$ cat config.mk
export PLATFORM = sky130hd
export DESIGN_NAME = cdc_fifo_read_arbiter_flat
export DESIGN_NICKNAME = d
export VERILOG_FILES = /design/src/rtl/cdc_fifo_pkg.sv /design/src/rtl/cdc_fifo_read_arbiter_if.sv /design/src/rtl/cdc_fifo_read_arbiter_rr_priority_pick.sv /design/src/rtl/cdc_fifo_read_arbiter.sv /design/src/flat_wrapper.sv
export SDC_FILE = /design/constraint.sdc
export NUM_CORES = 1
export LEC_CHECK = 0
export ABC_AREA = 1
export CAP_MARGIN = 10
export CORE_MARGIN = 2
export CORE_UTILIZATION = 53
export DETAILED_ROUTE_END_ITERATION = 7
export PLACE_DENSITY = 0.84
export SETUP_SLACK_MARGIN = 0.4
export SLEW_MARGIN = 20
export SYNTH_ARGS = -nofsm -noshare
export SYNTH_HDL_FRONTEND = slang
export SYNTH_SLANG_ARGS = --single-unit
$ cat constraint.sdc
create_clock -name clock -period 2.86 [get_ports clock]
set_input_delay 0.429 -clock clock [delete_from_list [all_inputs] [get_ports clock]]
set_output_delay 0.429 -clock clock [all_outputs]
set_load 0.02 [all_outputs]
$ cat src/rtl/cdc_fifo_pkg.sv
// rtl/cdc_fifo_pkg.sv - shared types and constants for the CDC FIFO read arbiter
package cdc_fifo_pkg;

  typedef enum logic [1:0] {IDLE, BURST, DRAIN} arb_state_t;

  localparam int STATS_W = 16;

endpackage

$ cat src/rtl/cdc_fifo_read_arbiter_if.sv
// rtl/cdc_fifo_read_arbiter_if.sv - FIFO read port and per-requester output handshake bundle
interface cdc_fifo_read_arbiter_if #(
  parameter int NUM_REQUESTERS = 4,
  parameter int DATA_WIDTH     = 8
);

  logic                      fifo_empty;
  logic [DATA_WIDTH-1:0]     fifo_read_data;
  logic                      fifo_increment;
  logic [NUM_REQUESTERS-1:0] req;
  logic [NUM_REQUESTERS-1:0] out_ready;
  logic [NUM_REQUESTERS-1:0] out_valid;
  logic [DATA_WIDTH-1:0]     out_data;
  logic [NUM_REQUESTERS-1:0] grant;
  logic                      busy;

  modport master (
    input  fifo_empty, fifo_read_data, req, out_ready,
    output fifo_increment, out_valid, out_data, grant, busy
  );

  modport slave (
    output fifo_empty, fifo_read_data, req, out_ready,
    input  fifo_increment, out_valid, out_data, grant, busy
  );

endinterface

$ cat src/rtl/cdc_fifo_read_arbiter_rr_priority_pick.sv
// rtl/cdc_fifo_read_arbiter_rr_priority_pick.sv - one-hot pick of the first request at or after rr_ptr
module rr_priority_pick #(
  parameter int NUM_REQUESTERS = 4
) (
  input  logic [NUM_REQUESTERS-1:0]         req,
  input  logic [$clog2(NUM_REQUESTERS)-1:0] rr_ptr,
  output logic [NUM_REQUESTERS-1:0]         pick
);

  localparam int PTR_W = $clog2(NUM_REQUESTERS);

  logic [PTR_W-1:0] idx;
  logic             found;

  always_comb begin
    pick  = '0;
    found = 1'b0;
    idx   = '0;
    for (int off = 0; off < NUM_REQUESTERS; off++) begin
      idx = PTR_W'((int'(rr_ptr) + off) % NUM_REQUESTERS);
      if (!found && req[idx]) begin
        pick[idx] = 1'b1;
        found     = 1'b1;
      end
    end
  end

endmodule

$ cat src/rtl/cdc_fifo_read_arbiter.sv
// rtl/cdc_fifo_read_arbiter.sv - round-robin burst arbiter on the CDC FIFO read port
// Optional statistics counters enabled by CDC_FIFO_ARB_STATS_EN.
import cdc_fifo_pkg::*;

module cdc_fifo_read_arbiter #(
  parameter int NUM_REQUESTERS = 4,
  parameter int DATA_WIDTH     = 8,
  parameter int MAX_BURST      = 4
) (
  input  logic                 clock,
  input  logic                 reset,
  cdc_fifo_read_arbiter_if.master bus
`ifdef CDC_FIFO_ARB_STATS_EN
  ,
  output logic [STATS_W-1:0]   words_delivered,
  output logic [STATS_W-1:0]   grants_issued
`endif
);

  localparam int PTR_W = $clog2(NUM_REQUESTERS);
  localparam int CNT_W = $clog2(MAX_BURST + 1);
  localparam logic [CNT_W-1:0] BURST_LAST = CNT_W'(MAX_BURST);
  localparam logic [PTR_W-1:0] PTR_LAST   = PTR_W'(NUM_REQUESTERS - 1);

  arb_state_t                state_q, state_d;
  logic [NUM_REQUESTERS-1:0] grant_q, grant_d;
  logic [NUM_REQUESTERS-1:0] valid_q, valid_d;
  logic [NUM_REQUESTERS-1:0] pick;
  logic [CNT_W-1:0]          count_q, count_d;
  logic [PTR_W-1:0]          rr_ptr_q, rr_ptr_d;
  logic [PTR_W-1:0]          owner;
  logic [DATA_WIDTH-1:0]     data_q, data_d;
  logic                      owner_req, owner_ready, owner_valid;
  logic                      accept, load, start;

  rr_priority_pick #(
    .NUM_REQUESTERS(NUM_REQUESTERS)
  ) u_pick (
    .req    (bus.req),
    .rr_ptr (rr_ptr_q),
    .pick   (pick)
  );

  always_comb begin
    owner = '0;
    for (int i = 0; i < NUM_REQUESTERS; i++) begin
      if (grant_q[i]) owner = PTR_W'(i);
    end
  end

  // valid_q only ever carries the owner's bit, so indexing by owner is enough
  assign owner_req   = bus.req[owner];
  assign owner_ready = bus.out_ready[owner];
  assign owner_valid = valid_q[owner];
  assign accept      = owner_valid & owner_ready;

  always_comb begin
    state_d  = state_q;
    grant_d  = grant_q;
    count_d  = count_q;
    rr_ptr_d = rr_ptr_q;
    valid_d  = valid_q;
    data_d   = data_q;
    load     = 1'b0;
    start    = 1'b0;
    case (state_q)
      IDLE: begin
        if (|bus.req) begin
          grant_d = pick;
          count_d = '0;
          state_d = BURST;
          start   = 1'b1;
        end
      end
      BURST: begin
        load = !bus.fifo_empty && owner_req && (count_q < BURST_LAST) &&
               (!owner_valid || owner_ready);
        if (load) begin
          data_d  = bus.fifo_read_data;
          valid_d = grant_q;
          count_d = count_q + 1'b1;
        end else if (accept) begin
          valid_d = '0;
        end
        // exit decision sees the count after this cycle's load
        if ((count_d == BURST_LAST) || !owner_req) state_d = DRAIN;
      end
      DRAIN: begin
        if (accept) valid_d = '0;
        if (!owner_valid || accept) begin
          state_d  = IDLE;
          grant_d  = '0;
          rr_ptr_d = (owner == PTR_LAST) ? '0 : owner + 1'b1;
        end
      end
      default: state_d = IDLE;
    endcase
  end

  always_ff @(posedge clock or posedge reset) begin
    if (reset) begin
      state_q  <= IDLE;
      grant_q  <= '0;
      valid_q  <= '0;
      data_q   <= '0;
      count_q  <= '0;
      rr_ptr_q <= '0;
    end else begin
      state_q  <= state_d;
      grant_q  <= grant_d;
      valid_q  <= valid_d;
      data_q   <= data_d;
      count_q  <= count_d;
      rr_ptr_q <= rr_ptr_d;
    end
  end

  assign bus.fifo_increment = load;
  assign bus.out_valid      = valid_q;
  assign bus.out_data       = data_q;
  assign bus.grant          = grant_q;
  assign bus.busy           = (state_q != IDLE);

`ifdef CDC_FIFO_ARB_STATS_EN
  always_ff @(posedge clock or posedge reset) begin
    if (reset) begin
      words_delivered <= '0;
      grants_issued   <= '0;
    end else begin
      if (accept) words_delivered <= words_delivered + 1'b1;
      if (start)  grants_issued   <= grants_issued + 1'b1;
    end
  end
`else
  logic unused_start;
  assign unused_start = start;
`endif

endmodule

$ cat src/flat_wrapper.sv
// flat-port wrapper written by rule: the top's interface ports become plain ports
module cdc_fifo_read_arbiter_flat 
#(
  parameter int NUM_REQUESTERS = 4,
  parameter int DATA_WIDTH     = 8,
  parameter int MAX_BURST      = 4
)
  (clock, reset, bus_fifo_empty, bus_fifo_read_data, bus_req, bus_out_ready, bus_fifo_increment, bus_out_valid, bus_out_data, bus_grant, bus_busy);
  cdc_fifo_read_arbiter_if #(.NUM_REQUESTERS(NUM_REQUESTERS), .DATA_WIDTH(DATA_WIDTH)) bus_i ();
  input  logic clock;
  input  logic reset;
  input wire logic [$bits(bus_i.fifo_empty)-1:0] bus_fifo_empty;
  input wire logic [$bits(bus_i.fifo_read_data)-1:0] bus_fifo_read_data;
  input wire logic [$bits(bus_i.req)-1:0] bus_req;
  input wire logic [$bits(bus_i.out_ready)-1:0] bus_out_ready;
  output wire logic [$bits(bus_i.fifo_increment)-1:0] bus_fifo_increment;
  output wire logic [$bits(bus_i.out_valid)-1:0] bus_out_valid;
  output wire logic [$bits(bus_i.out_data)-1:0] bus_out_data;
  output wire logic [$bits(bus_i.grant)-1:0] bus_grant;
  output wire logic [$bits(bus_i.busy)-1:0] bus_busy;
  assign bus_i.fifo_empty = bus_fifo_empty;
  assign bus_i.fifo_read_data = bus_fifo_read_data;
  assign bus_i.req = bus_req;
  assign bus_i.out_ready = bus_out_ready;
  assign bus_fifo_increment = bus_i.fifo_increment;
  assign bus_out_valid = bus_i.out_valid;
  assign bus_out_data = bus_i.out_data;
  assign bus_grant = bus_i.grant;
  assign bus_busy = bus_i.busy;
  cdc_fifo_read_arbiter #(.NUM_REQUESTERS(NUM_REQUESTERS), .DATA_WIDTH(DATA_WIDTH), .MAX_BURST(MAX_BURST)) u_core (.clock(clock), .reset(reset), .bus(bus_i));
endmodule
==> results of run 1 <==
-- stage by stage --
stage / instances / area, um2 / utilization / total power, mW
after detailed placement: 289 / 1986 / 0.7139 / 1.884
final: 293 / 2013 / 0.7238 / 2.036
after floorplan: 220 / 1572 / - / 1.457
after global placement: 289 / 1986 / 0.7139 / 1.848
after CTS: 293 / 2017 / 0.7251 / 2.040
after global routing: 293 / 2013 / 0.7238 / 2.250
-- cell families after synthesis --
logic type / share of synthesized area
adder cells (fa/ha/maj): 0.07962
AND/OR/NAND/NOR: 0.3264
multiplexers: 0.006370
AO/OA/AOI/OAI: 0.1401
flip-flops: 0.3662
buffers and inverters: 0.08121
-- power by group through the flow --
stage                     Clock, mW  Combinational (mW)  Sequential (mW)
after floorplan                   0               0.805            0.651
after global placement            0                1.28            0.564
after detailed placement          0                1.31            0.570
after CTS                     0.155                1.32            0.564
after global routing          0.167                1.50            0.584
final                         0.154                1.32            0.564
-- worst min-delay path, delay by kind of cell (launching register included) --
| family | cells | cell delay [ns] |
|---|---|---|
| AND/OR/NAND/NOR | 2 | 0.10 |
| flip-flops | 1 | 0.36 |
-- repair_timing --
item                                    CTS  global route
gates cloned                              0             0
endpoints found under the setup margin    1             1
resized for setup                         4             2
-- placed cells by master (no fill, tap or decap) --
cell | Yosys | final
inv_2 | 6 | 6
nor3_1 | 1 | 1
nand2_1 | 73 | 73
or2_2 | 1 | 1
a21oi_1 | 7 | 7
clkdlybuf4s50_1 | 0 | 35
ha_1 | 10 | 10
o21ai_0 | 21 | 21
clkbuf_2 | 0 | 1
nor2_4 | 2 | 2
o211ai_1 | 3 | 3
nand2_4 | 2 | 2
o22ai_1 | 3 | 3
o21ai_1 | 6 | 6
buf_4 | 0 | 2
mux2i_1 | 1 | 1
nor3_2 | 1 | 1
dfrtp_2 | 0 | 2
o21ai_2 | 1 | 1
nand3_1 | 12 | 12
nand4_1 | 1 | 1
dfrtp_1 | 23 | 21
nand3_2 | 2 | 2
nor2_2 | 1 | 2
nand2_2 | 8 | 8
inv_1 | 28 | 28
clkinv_2 | 0 | 1
clkbuf_4 | 0 | 3
nor2_1 | 6 | 5
nand3b_1 | 1 | 1
-- metal layers --
layer / global-route usage / share of wire / vias to the layer above
met3: 0.04615 / 0.058 / 4
met4: 0.04319 / 0.0081 / 0
met5: 0 / 0 / -
met2: 0.4254 / 0.50 / 46
met1: 0.3069 / 0.44 / 718
li1: - / - / 787
-- worst max path at each step --
stage,to,start,slack [ns],depth (start not counted)
6_report,bus_fifo_increment,bus_req[1],0.65,10
5_1_grt,bus_fifo_increment,u_core.bus.grant[3],0.52,10
4_1_cts,bus_fifo_increment,bus_req[1],0.47,10
3_5_place_dp,bus_fifo_increment,bus_req[1],0.19,10
3_3_place_gp,bus_fifo_increment,bus_req[1],0.24,10
2_1_floorplan,bus_fifo_increment,u_core.bus.grant[3],1.07,7
-- cell type report --
class	count	area (um2)	area share
Sequential cell	23	578.1	0.2871
Clock buffer	3	22.52	0.01119
Timing Repair Buffer	38	370.4	0.1840
Clock inverter	1	5.005	0.002486
Multi-Input combinational cell	163	870.8	0.4326
Inverter	34	127.6	0.06339
Tap cell	31	38.79	0.01927
-- registers in the layout, summed over array words and instances (netlist names) --
register              cells
u_core.bus.out_valid      4
u_core.bus.out_data       8
u_core.state_q            2
u_core.rr_ptr_q           2
u_core.bus.grant          4
u_core.count_q            3
==> key figures, run 1 <==
Critical path
  – Count of buffering cells on the critical path with inverters included: 3
  – Startpoint class of the critical path: input pin
  – Cell family with the largest share of critical-path delay: buffers and inverters
  – Arr. time, crit path: 1.78 ns
  – Slack of the worst reg-to-reg path: 0.75 ns
  – R2r worst-path depth: 9
  – Maximum single-stage delay on the critical path: 0.51 ns
  – Master of the slowest instance on the critical path: clkdlybuf4s50_1
  – Reg-to-reg critical path startpoint: u_core.rr_ptr_q[0]
  – R2r endpoint: u_core.bus.grant[3]
  – Crit-path max FO: 5
  – Worst Path Class, Setup: input pin to primary output
  – Data required time of the critical path: 2.43 ns
  – Ordered cell list for the critical path: clkdlybuf4s50_1 -> nand2_1 -> nand2_1 -> inv_1 -> nand2_1 -> nand2_2 -> nor2_4 -> nand2_4 -> nor2_4 -> clkbuf_2
  – Most used cell, CP: nand2_1
  – Kind of capture point of the worst setup path: primary output

Drt
  – Detailed-route wire length per cell: 12.29 um
  – Post-route DRC violation count: 0
  – Total length of routed wires: 3600 um
  – Detail Route Antenna Nets: 0
  – Detailed Route Iter0 Violations: 79
  – First-pass iteration count of the detailed router: 5
  – Ratio of routed vias to standard cells: 5.307
  – Via count: 1555

Synth
  – Synthesized netlist cell count: 220
  – Leading cell type by number of instances after synthesis: nand2_1
  – Number of nets in the synthesized netlist: 249
  – Sequential fraction of the synthesis area: 0.3662
  – Largest area contributor in the netlist: dfrtp_1
  – Synth Area per Inst: 7.143 um2
  – Yosys warning total: 0
  – Post-synth EDFFs: 0
  – Synth area leaders: dfrtp_1 (37%), nand2_1 (17%), ha_1 (8.0%)
  – Proportion of synthesized flip-flops having asynchronous set or reset: 1.000
  – Seq cells post-synth: 23
  – Main synth FF type: dfrtp_1
  – Area share of the largest cell type after synthesis: 0.3662
  – List of most frequent post-synthesis cells: nand2_1 (73), inv_1 (28), dfrtp_1 (23)
  – Count of different cell masters after synthesis: 24
  – Area of the mapped netlist: 1572 um2

STA
  – Final Setup Violations: 0
  – Relative slew margins: 0.4399
  – Setup skew after layout: 0.006417 ns
  – Number of max-slew violations in the final report: 0
  – Number of endpoints with negative hold slack in the final report: 0
  – Worst hold slack across all endpoints: 0.4836 ns
  – Share of the cycle needed by the critical path after routing: 0.7731
  – Min Tclk post-route: 2.211 ns
  – Least setup slack across all paths after layout: 0.6490 ns
  – Total negative slack for setup checks: 0 ns
  – Transition time at the pin with the least slew margin: 0.8392 ns
  – RSZ-0062 raised after global routing: false
  – Upper clock frequency limit: 452.3 MHz

Worst hold path
  – Min-Delay Path Class: flop to flop
  – Worst hold stages: 2
  – Start point of the worst hold path: u_core.bus.out_data[5]
  – Worst Hold Endpoint: u_core.bus.out_data[5]

Clock network
  – Total CTS buffers: 3
  – Clock transition at the registers of the reported paths: 0.12 ns
  – # Post-CTS Setup Buffers: 0
  – Clock sink total: 23
  – Root buffer cell: clkbuf_4
  – Hold-fix buffers, CTS: 0
  – Clock tree from TritonCTS: built
  – Worst skew pair latency: 0.32 ns
  – Clk buf depth: 2
  – Maximum level of the CTS H-tree: 1

Power
  – Net switching power figure: 1.018 mW
  – Pwr dens: 1012 nW/um2
  – Register share of total power: 0.277
  – Fraction of power spent switching nets: 0.4999
  – Combinational fraction of design power: 0.647
  – Maximum ir drop on the vdd rail: 750.4 uV
  – Cell Int Power: 1.018 mW
  – Power share of the clock group: 0.076
  – Leak: 1.008 nW

Floorplan
  – Chip Width: 58.45 um
  – Number of placed I/O pins: 37
  – Number of rows created at floorplan: 19
  – Die ar.: 3416 um2
  – Initial Utilization: 0.5650
  – Height of the die: 58.45 um
  – Area of the core: 2781 um2

Final layout
  – Antenna diode instance count: 0
  – Layout cell share with drive strength beyond 1: 0.1298
  – Area added between synthesis and finish: 28.11%
  – Fin nets: 292
  – Fill cell count: 240

Run status
  – Status: finished, final reports clean

Global route
  – Aggregate global routing overflow: 0
  – Vias in the first global route: 1506
  – Overall Global Routing Usage: 0.2401
  – Largest net degree at the start of global routing: 24
  – First-pass GRT wire length: 6423 um
  – Antenna violations before repair: 0

Run
  – Max-capacitance violation count: 0

Place
  – Worst slack after detailed placement: 0.1909 ns
  – Half-perimeter wire length of the detailed placement result: 2873 um
  – IO Port Bufs: 36
  – Final weighted congestion of routability-driven global placement: 0.8533
Power figures use the tool's default switching activity.
==> run 2: changes to the inputs <==
Settings changed: CORE_UTILIZATION 53 to 45, PLACE_DENSITY 0.84 to 0.76.
Clock period 2.86 ns to 1.83 ns, I/O delays scaled along.
==> run 2 against run 1 <==
  * The flow now finishes with violations (negative setup slack)
  * Total power increased by 100%
  * Count of clock-buffer cells in the layout unchanged
  * Register-to-register slack worse by 0.83 ns
  * Combinational power is 130% higher
  * Design area grew 26%
  * Sequential cell count did not move
  * Worst setup slack lost 0.75 ns
  * Largest cell class unchanged
  * Largest power group unchanged
==> key figures, run 2 (same netlist as run 1, synthesis figures left out) <==
Critical path
  – Reg-to-reg critical path startpoint: u_core.bus.grant[3] (was u_core.rr_ptr_q[0])
  – Slack of the worst reg-to-reg path: -0.08 ns (was 0.75 ns)
  – R2r endpoint: u_core.state_q[1] (was u_core.bus.grant[3])
  – Arr. time, crit path: 1.66 ns (was 1.78 ns)
  – Data required time of the critical path: 1.56 ns (was 2.43 ns)
  – Crit-path max FO: 7 (was 5)
  – R2r worst-path depth: 15 (was 9)
  – Startpoint class of the critical path: flop (was input pin)
  – Kind of capture point of the worst setup path: primary output (unchanged)
  – Worst Path Class, Setup: flop to primary output (was input pin to primary output)

Power
  – Power share of the clock group: 0.059 (was 0.076)
  – Net switching power figure: 2.022 mW (was 1.018 mW)
  – Combinational fraction of design power: 0.725 (was 0.647)
  – Leak: 1.277 nW (was 1.008 nW)
  – Cell Int Power: 2.089 mW (was 1.018 mW)
  – Total Power: 4.110 mW (was 2.036 mW)
  – Register share of total power: 0.216 (was 0.277)
  – Pwr dens: 1625 nW/um2 (was 1012 nW/um2)
  – Fraction of power spent switching nets: 0.4918 (was 0.4999)
  – Maximum ir drop on the vdd rail: 805.6 uV (was 750.4 uV)

Place
  – Final weighted congestion of routability-driven global placement: 0.8304 (was 0.8533)
  – Half-perimeter wire length of the detailed placement result: 3094 um (was 2873 um)
  – IO Port Bufs: 36 (unchanged)
  – Placed Instances: 324 (was 289)
  – Worst slack after detailed placement: -0.4176 ns (was 0.1909 ns)

STA
  – RSZ-0062 raised after global routing: true (was false)
  – Transition time at the pin with the least slew margin: 0.3271 ns (was 0.8392 ns)
  – Total negative slack for setup checks: -0.3322 ns (was 0 ns)
  – Least setup slack across all paths after layout: -0.1035 ns (was 0.6490 ns)
  – Min Tclk post-route: 1.934 ns
  – Setup skew after layout: 0.01041 ns (was 0.006417 ns)
  – Number of endpoints with negative hold slack in the final report: 0 (unchanged)
  – Upper clock frequency limit: 517.2 MHz
  – Relative slew margins: 0.7804 (was 0.4399)
  – Share of the cycle needed by the critical path after routing: 1.057
  – Final Setup Violations: 7 (was 0)
  – Number of max-slew violations in the final report: 0 (unchanged)

Floorplan
  – Height of the die: 63.10 um (was 58.45 um)
  – Area of the core: 3337 um2 (was 2781 um2)
  – Number of placed I/O pins: 37 (unchanged)
  – Number of rows created at floorplan: 21 (was 19)
  – Initial Utilization: 0.4709 (was 0.5650)
  – Chip Width: 63.10 um (was 58.45 um)
  – Die ar.: 3981 um2 (was 3416 um2)

Clock network
  – Maximum level of the CTS H-tree: 1 (unchanged)
  – Clock transition at the registers of the reported paths: 0.13 ns (was 0.12 ns)
  – Clk buf depth: 2 (unchanged)
  – Total CTS buffers: 3 (unchanged)
  – Worst skew pair latency: 0.32 ns (about the same)
  – Root buffer cell: clkbuf_4 (unchanged)
  – Clock sink total: 23 (unchanged)
  – Clock tree from TritonCTS: built (unchanged)

Drt
  – First-pass iteration count of the detailed router: 4 (was 5)
  – Detail Route Antenna Nets: 0 (unchanged)
  – Total length of routed wires: 4768 um (was 3600 um)
  – Post-route DRC violation count: 0 (unchanged)
  – Ratio of routed vias to standard cells: 5.012 (was 5.307)
  – Via count: 1724 (was 1555)
  – Detailed Route Iter0 Violations: 96 (was 79)
  – Detailed-route wire length per cell: 13.86 um (was 12.29 um)

Global route
  – First-pass GRT wire length: 7182 um (was 6423 um)
  – Vias in the first global route: 1612 (was 1506)
  – Overall Global Routing Usage: 0.2249 (was 0.2401)
  – Antenna violations before repair: 0 (unchanged)
  – Largest net degree at the start of global routing: 24 (unchanged)
  – Aggregate global routing overflow: 0 (unchanged)

Final layout
  – Count of non-filler cells in the finished layout: 344 (was 293)
  – Leading cell types in the layout, fill and taps excluded: nand2_1 (61), buf_4 (25), inv_1 (23) (was nand2_1 (73), clkdlybuf4s50_1 (35), inv_1 (28))
  – Area added between synthesis and finish: 60.99% (was 28.11%)
  – Fin nets: 328 (was 292)
  – Layout cell share with drive strength beyond 1: 0.3758 (was 0.1298)
  – Antenna diode instance count: 0 (unchanged)
  – Number of flip-flops under the largest register name: 8 (unchanged)
  – Post-layout util: 0.7582 (was 0.7238)
  – Most common cell after layout, fill and taps aside: nand2_1 (unchanged)

Run
  – Max-capacitance violation count: 0 (unchanged)

Run status
  – Violations in the final reports: negative setup slack
  – Status: finished with violations (was finished, final reports clean)

Worst hold path
  – Min-Delay Path Class: input pin to async pin (was flop to flop)
-- run 2: cell types whose count changed in the layout (fill, tap and decap cells not counted), sizes merged --
cell	change
buf	+41
clkdlybuf4s50	-17
dlygate4sd2	+12
clkbuf	-1
clkdlybuf4s15	+1
clkinv	+1
inv	-1
-- run 2: critical path, cell delays in order (launching register included) --
cell	delay (ns)
dfrtp_2	0.48
clkinv_4	0.11
buf_6	0.11
nand3_2	0.07
nand2_1	0.09
nand2_2	0.09
nor2_4	0.12
nand2_4	0.07
nor2_4	0.10
buf_6	0.13
-- run 2: per-stage QoR --
stage	hold slack (ns)	instance area, um2
after floorplan	0.2761	1624
after global placement	0.4525	2207
after detailed placement	0.4615	2207
after CTS	0.2781	2371
after global routing	0.2996	2530
final	0.2726	2530
-- run 2: cell type report --
class / count / area [um2]
Tap cell: 46 / 57.56
Clock buffer: 3 / 22.52
Fill cell: 244 / 807.0
Multi-Input combinational cell: 163 / 1050
Sequential cell: 23 / 581.8
Inverter: 34 / 142.6
Clock inverter: 1 / 5.005
Timing Repair Buffer: 74 / 670.6
-- run 2: power groups by stage --
stage,combinational [mW],sequential (mW),clock (mW)
floorplan,1.39,1.03,0
global placement,2.32,0.885,0
detailed placement,2.37,0.898,0
CTS,2.61,0.883,0.245
global route,3.24,0.910,0.267
finish,2.98,0.887,0.244
-- run 2: routing by layer --
metal  global-route usage  share of wire  up-vias
met4              0.05556          0.020        0
met2               0.4096           0.51       38
met3              0.04107          0.036       10
li1                     -              -      861
met1               0.2724           0.43      815
met5                    0              0        -
-- run 2: what timing repair did --
action,CTS,global route
pin swaps,13,8
buffers inserted,7,9
endpoints found under the hold margin,0,0
setup endpoints to repair,41,26
resized for setup,73,31
hold buffers,0,0
-- run 2: worst max path at each step --
stage,from,endpoint,slack [ns],cells past startpoint
finish,u_core.bus.grant[3],bus_fifo_increment,-0.10,9
global route,u_core.bus.grant[3],u_core.state_q[1],-0.17,15
CTS,u_core.bus.grant[3],bus_fifo_increment,-0.05,10
detailed placement,bus_req[1],bus_fifo_increment,-0.42,10
global placement,bus_req[1],bus_fifo_increment,-0.40,10
floorplan,u_core.bus.grant[3],u_core.bus.out_data[0],0.18,12
==> run 3: changes to the inputs <==
==> constraint.sdc (replaced) <==
create_clock -name clock -period 1.83 [get_ports clock]
set_input_delay 0.2745 -clock clock [delete_from_list [all_inputs] [get_ports clock]]
set_output_delay 0.2745 -clock clock [all_outputs]
set_load 0.05 [all_outputs]
==> run 3 against run 2 <==
  * Sequential power decreased by 2%
  * Largest cell class unchanged
  * First-iteration DRC count down 29%
  * Routed wire length shrank 13%
  * Critical endpoint unchanged
  * Final cell count down 4.1%
  * The flow still finishes with violations (negative setup slack)
  * Worst setup slack worse by 0.016 ns
==> key figures, run 3 (same netlist as run 1, synthesis figures left out) <==
Run status
  – Status: finished with violations (unchanged)
  – Violations in the final reports: negative setup slack (unchanged)

Power
  – Leak: 1.161 nW (was 1.277 nW)
  – Pwr dens: 1737 nW/um2 (was 1625 nW/um2)
  – Maximum ir drop on the vdd rail: 1057 uV (was 805.6 uV)
  – Total Power: 4.081 mW (was 4.110 mW)

Global route
  – Aggregate global routing overflow: 0 (unchanged)
  – Largest net degree at the start of global routing: 24 (unchanged)
  – Overall Global Routing Usage: 0.2202 (was 0.2249)
  – First-pass GRT wire length: 6927 um (was 7182 um)
  – Antenna violations before repair: 0 (unchanged)
  – Vias in the first global route: 1554 (was 1612)

STA
  – RSZ-0062 raised after global routing: true (unchanged)
  – Upper clock frequency limit: 512.9 MHz (was 517.2 MHz)
  – Share of the cycle needed by the critical path after routing: 1.065 (was 1.057)
  – Total negative slack for setup checks: -0.2177 ns (was -0.3322 ns)
  – Least setup slack across all paths after layout: -0.1195 ns (was -0.1035 ns)
  – Setup skew after layout: 0.005517 ns (was 0.01041 ns)
  – Number of endpoints with negative hold slack in the final report: 0 (unchanged)
  – Number of max-slew violations in the final report: 0 (unchanged)
  – Relative slew margins: 0.7657 (was 0.7804)
  – Min Tclk post-route: 1.950 ns (was 1.934 ns)
  – Final Setup Violations: 5 (was 7)
  – Transition time at the pin with the least slew margin: 0.3478 ns (was 0.3271 ns)

Final layout
  – Fin nets: 314 (was 328)
  – Fill cell count: 268 (was 244)
  – Count of non-filler cells in the finished layout: 330 (was 344)
  – Most common cell after layout, fill and taps aside: nand2_1 (unchanged)
  – Area added between synthesis and finish: 49.52% (was 60.99%)
  – Post-layout util: 0.7042 (was 0.7582)
  – Leading cell types in the layout, fill and taps excluded: nand2_1 (67), buf_4 (24), inv_1 (23) (was nand2_1 (61), buf_4 (25), inv_1 (23))
  – Area used by sequential logic in the layout: 583.1 um2 (was 581.8 um2)
  – Layout cell share with drive strength beyond 1: 0.3486 (was 0.3758)
  – Antenna diode instance count: 0 (unchanged)
  – Area of the multi-input gates: 972.2 um2 (was 1050 um2)
  – Number of flip-flops under the largest register name: 8 (unchanged)

Critical path
  – Kind of capture point of the worst setup path: primary output (unchanged)
  – Crit-path max FO: 5 (was 7)
  – Reg-to-reg critical path startpoint: u_core.bus.grant[2] (was u_core.bus.grant[3])
  – Startpoint class of the critical path: flop (unchanged)
  – Crit. Startpoint: u_core.bus.grant[2] (was u_core.bus.grant[3])
  – Arr. time, crit path: 1.68 ns (was 1.66 ns)
  – Worst Path Class, Setup: flop to primary output (unchanged)
  – Data required time of the critical path: 1.56 ns (about the same)

Place
  – IO Port Bufs: 36 (unchanged)
  – Half-perimeter wire length of the detailed placement result: 2979 um (was 3094 um)
  – Final weighted congestion of routability-driven global placement: 0.8432 (was 0.8304)
  – Worst slack after detailed placement: -0.1778 ns (was -0.4176 ns)
  – Placed Instances: 311 (was 324)

Floorplan
  – Height of the die: 63.10 um (unchanged)
  – Initial Utilization: 0.4709 (unchanged)
  – Number of placed I/O pins: 37 (unchanged)
  – Area of the core: 3337 um2 (unchanged)
  – Chip Width: 63.10 um (unchanged)
  – Number of rows created at floorplan: 21 (unchanged)
  – Die ar.: 3981 um2 (unchanged)

Run
  – Max-capacitance violation count: 0 (unchanged)

Drt
  – Detailed Route Iter0 Violations: 68 (was 96)
  – Ratio of routed vias to standard cells: 4.979 (was 5.012)
  – Total length of routed wires: 4144 um (was 4768 um)
  – Detailed-route wire length per cell: 12.56 um (was 13.86 um)
  – First-pass iteration count of the detailed router: 4 (unchanged)
  – Post-route DRC violation count: 0 (unchanged)
  – Via count: 1643 (was 1724)
  – Detail Route Antenna Nets: 0 (unchanged)

Clock network
  – Worst skew pair latency: 0.32 ns (about the same)
  – Maximum level of the CTS H-tree: 1 (unchanged)
  – Clk buf depth: 2 (unchanged)
  – Root buffer cell: clkbuf_4 (unchanged)
  – Clock tree from TritonCTS: built (unchanged)
  – Total CTS buffers: 3 (unchanged)
  – Clock transition at the registers of the reported paths: 0.13 ns (about the same)
  – Clock sink total: 23 (unchanged)
  – Hold-fix buffers, CTS: 0 (unchanged)

Worst hold path
  – Min-Delay Path Class: input pin to async pin (unchanged)
-- run 3: per-stage QoR --
step	area [um2]	hold WS [ns]
finish	2350	0.2786
detailed placement	2107	0.4592
global placement	2107	0.4522
CTS	2266	0.3019
floorplan	1609	0.2760
global route	2350	0.3201
-- run 3: final cells by class --
type                    instances  share of cell area
clock buffers                   3            0.009585
clock inverters                 1            0.002130
inverters                      34             0.05751
multi-input cells             163              0.4137
flip-flops and latches         23              0.2481
well taps                      46             0.02449
repair buffers                 60              0.2444
-- run 3: report_power, final --
| part | total, mW | internal [mW] | switching [mW] |
|---|---|---|---|
| registers | 0.869 | 0.714 | 0.155 |
| clock network | 0.241 | 0.0821 | 0.159 |
| logic | 2.97 | 1.13 | 1.84 |
-- run 3: what timing repair did --
action | CTS | global route
endpoints found under the hold margin | 0 | 0
buffers inserted | 10 | 5
setup endpoints to repair | 38 | 28
pin swaps | 7 | 13
resized for setup | 57 | 17
-- run 3: routing by layer --
metal | track usage | part of all wire | up-vias
li1 | - | - | 840
met3 | 0.05000 | 0.057 | 6
met1 | 0.2774 | 0.45 | 756
met4 | 0.07500 | 0.017 | 0
met5 | 0 | 0 | -
met2 | 0.3710 | 0.48 | 41
-- run 3: path summary, 6_finish.rpt --
kind,to,slack (ns),depth (start not counted)
max in group asynchronous,u_core.bus.grant[2],1.30,3
max reg2reg,u_core.state_q[1],-0.04,18
max,bus_fifo_increment,-0.12,10
min reg2reg,u_core.bus.out_data[6],0.49,2
min in group clock,u_core.bus.out_data[5],0.48,3
min,u_core.bus.out_valid[1],0.28,3
-- run 3: worst max-delay path, cell delays in order, from the launching register on --
cell and delay, ns:
dfrtp_2 0.47, inv_4 0.10, nand2_4 0.08, nand2_4 0.10, nand2_2 0.05, nand2_2 0.06, nand2_2 0.07, nand2_4 0.09
nand2_4 0.05, nor2_4 0.13, buf_12 0.15
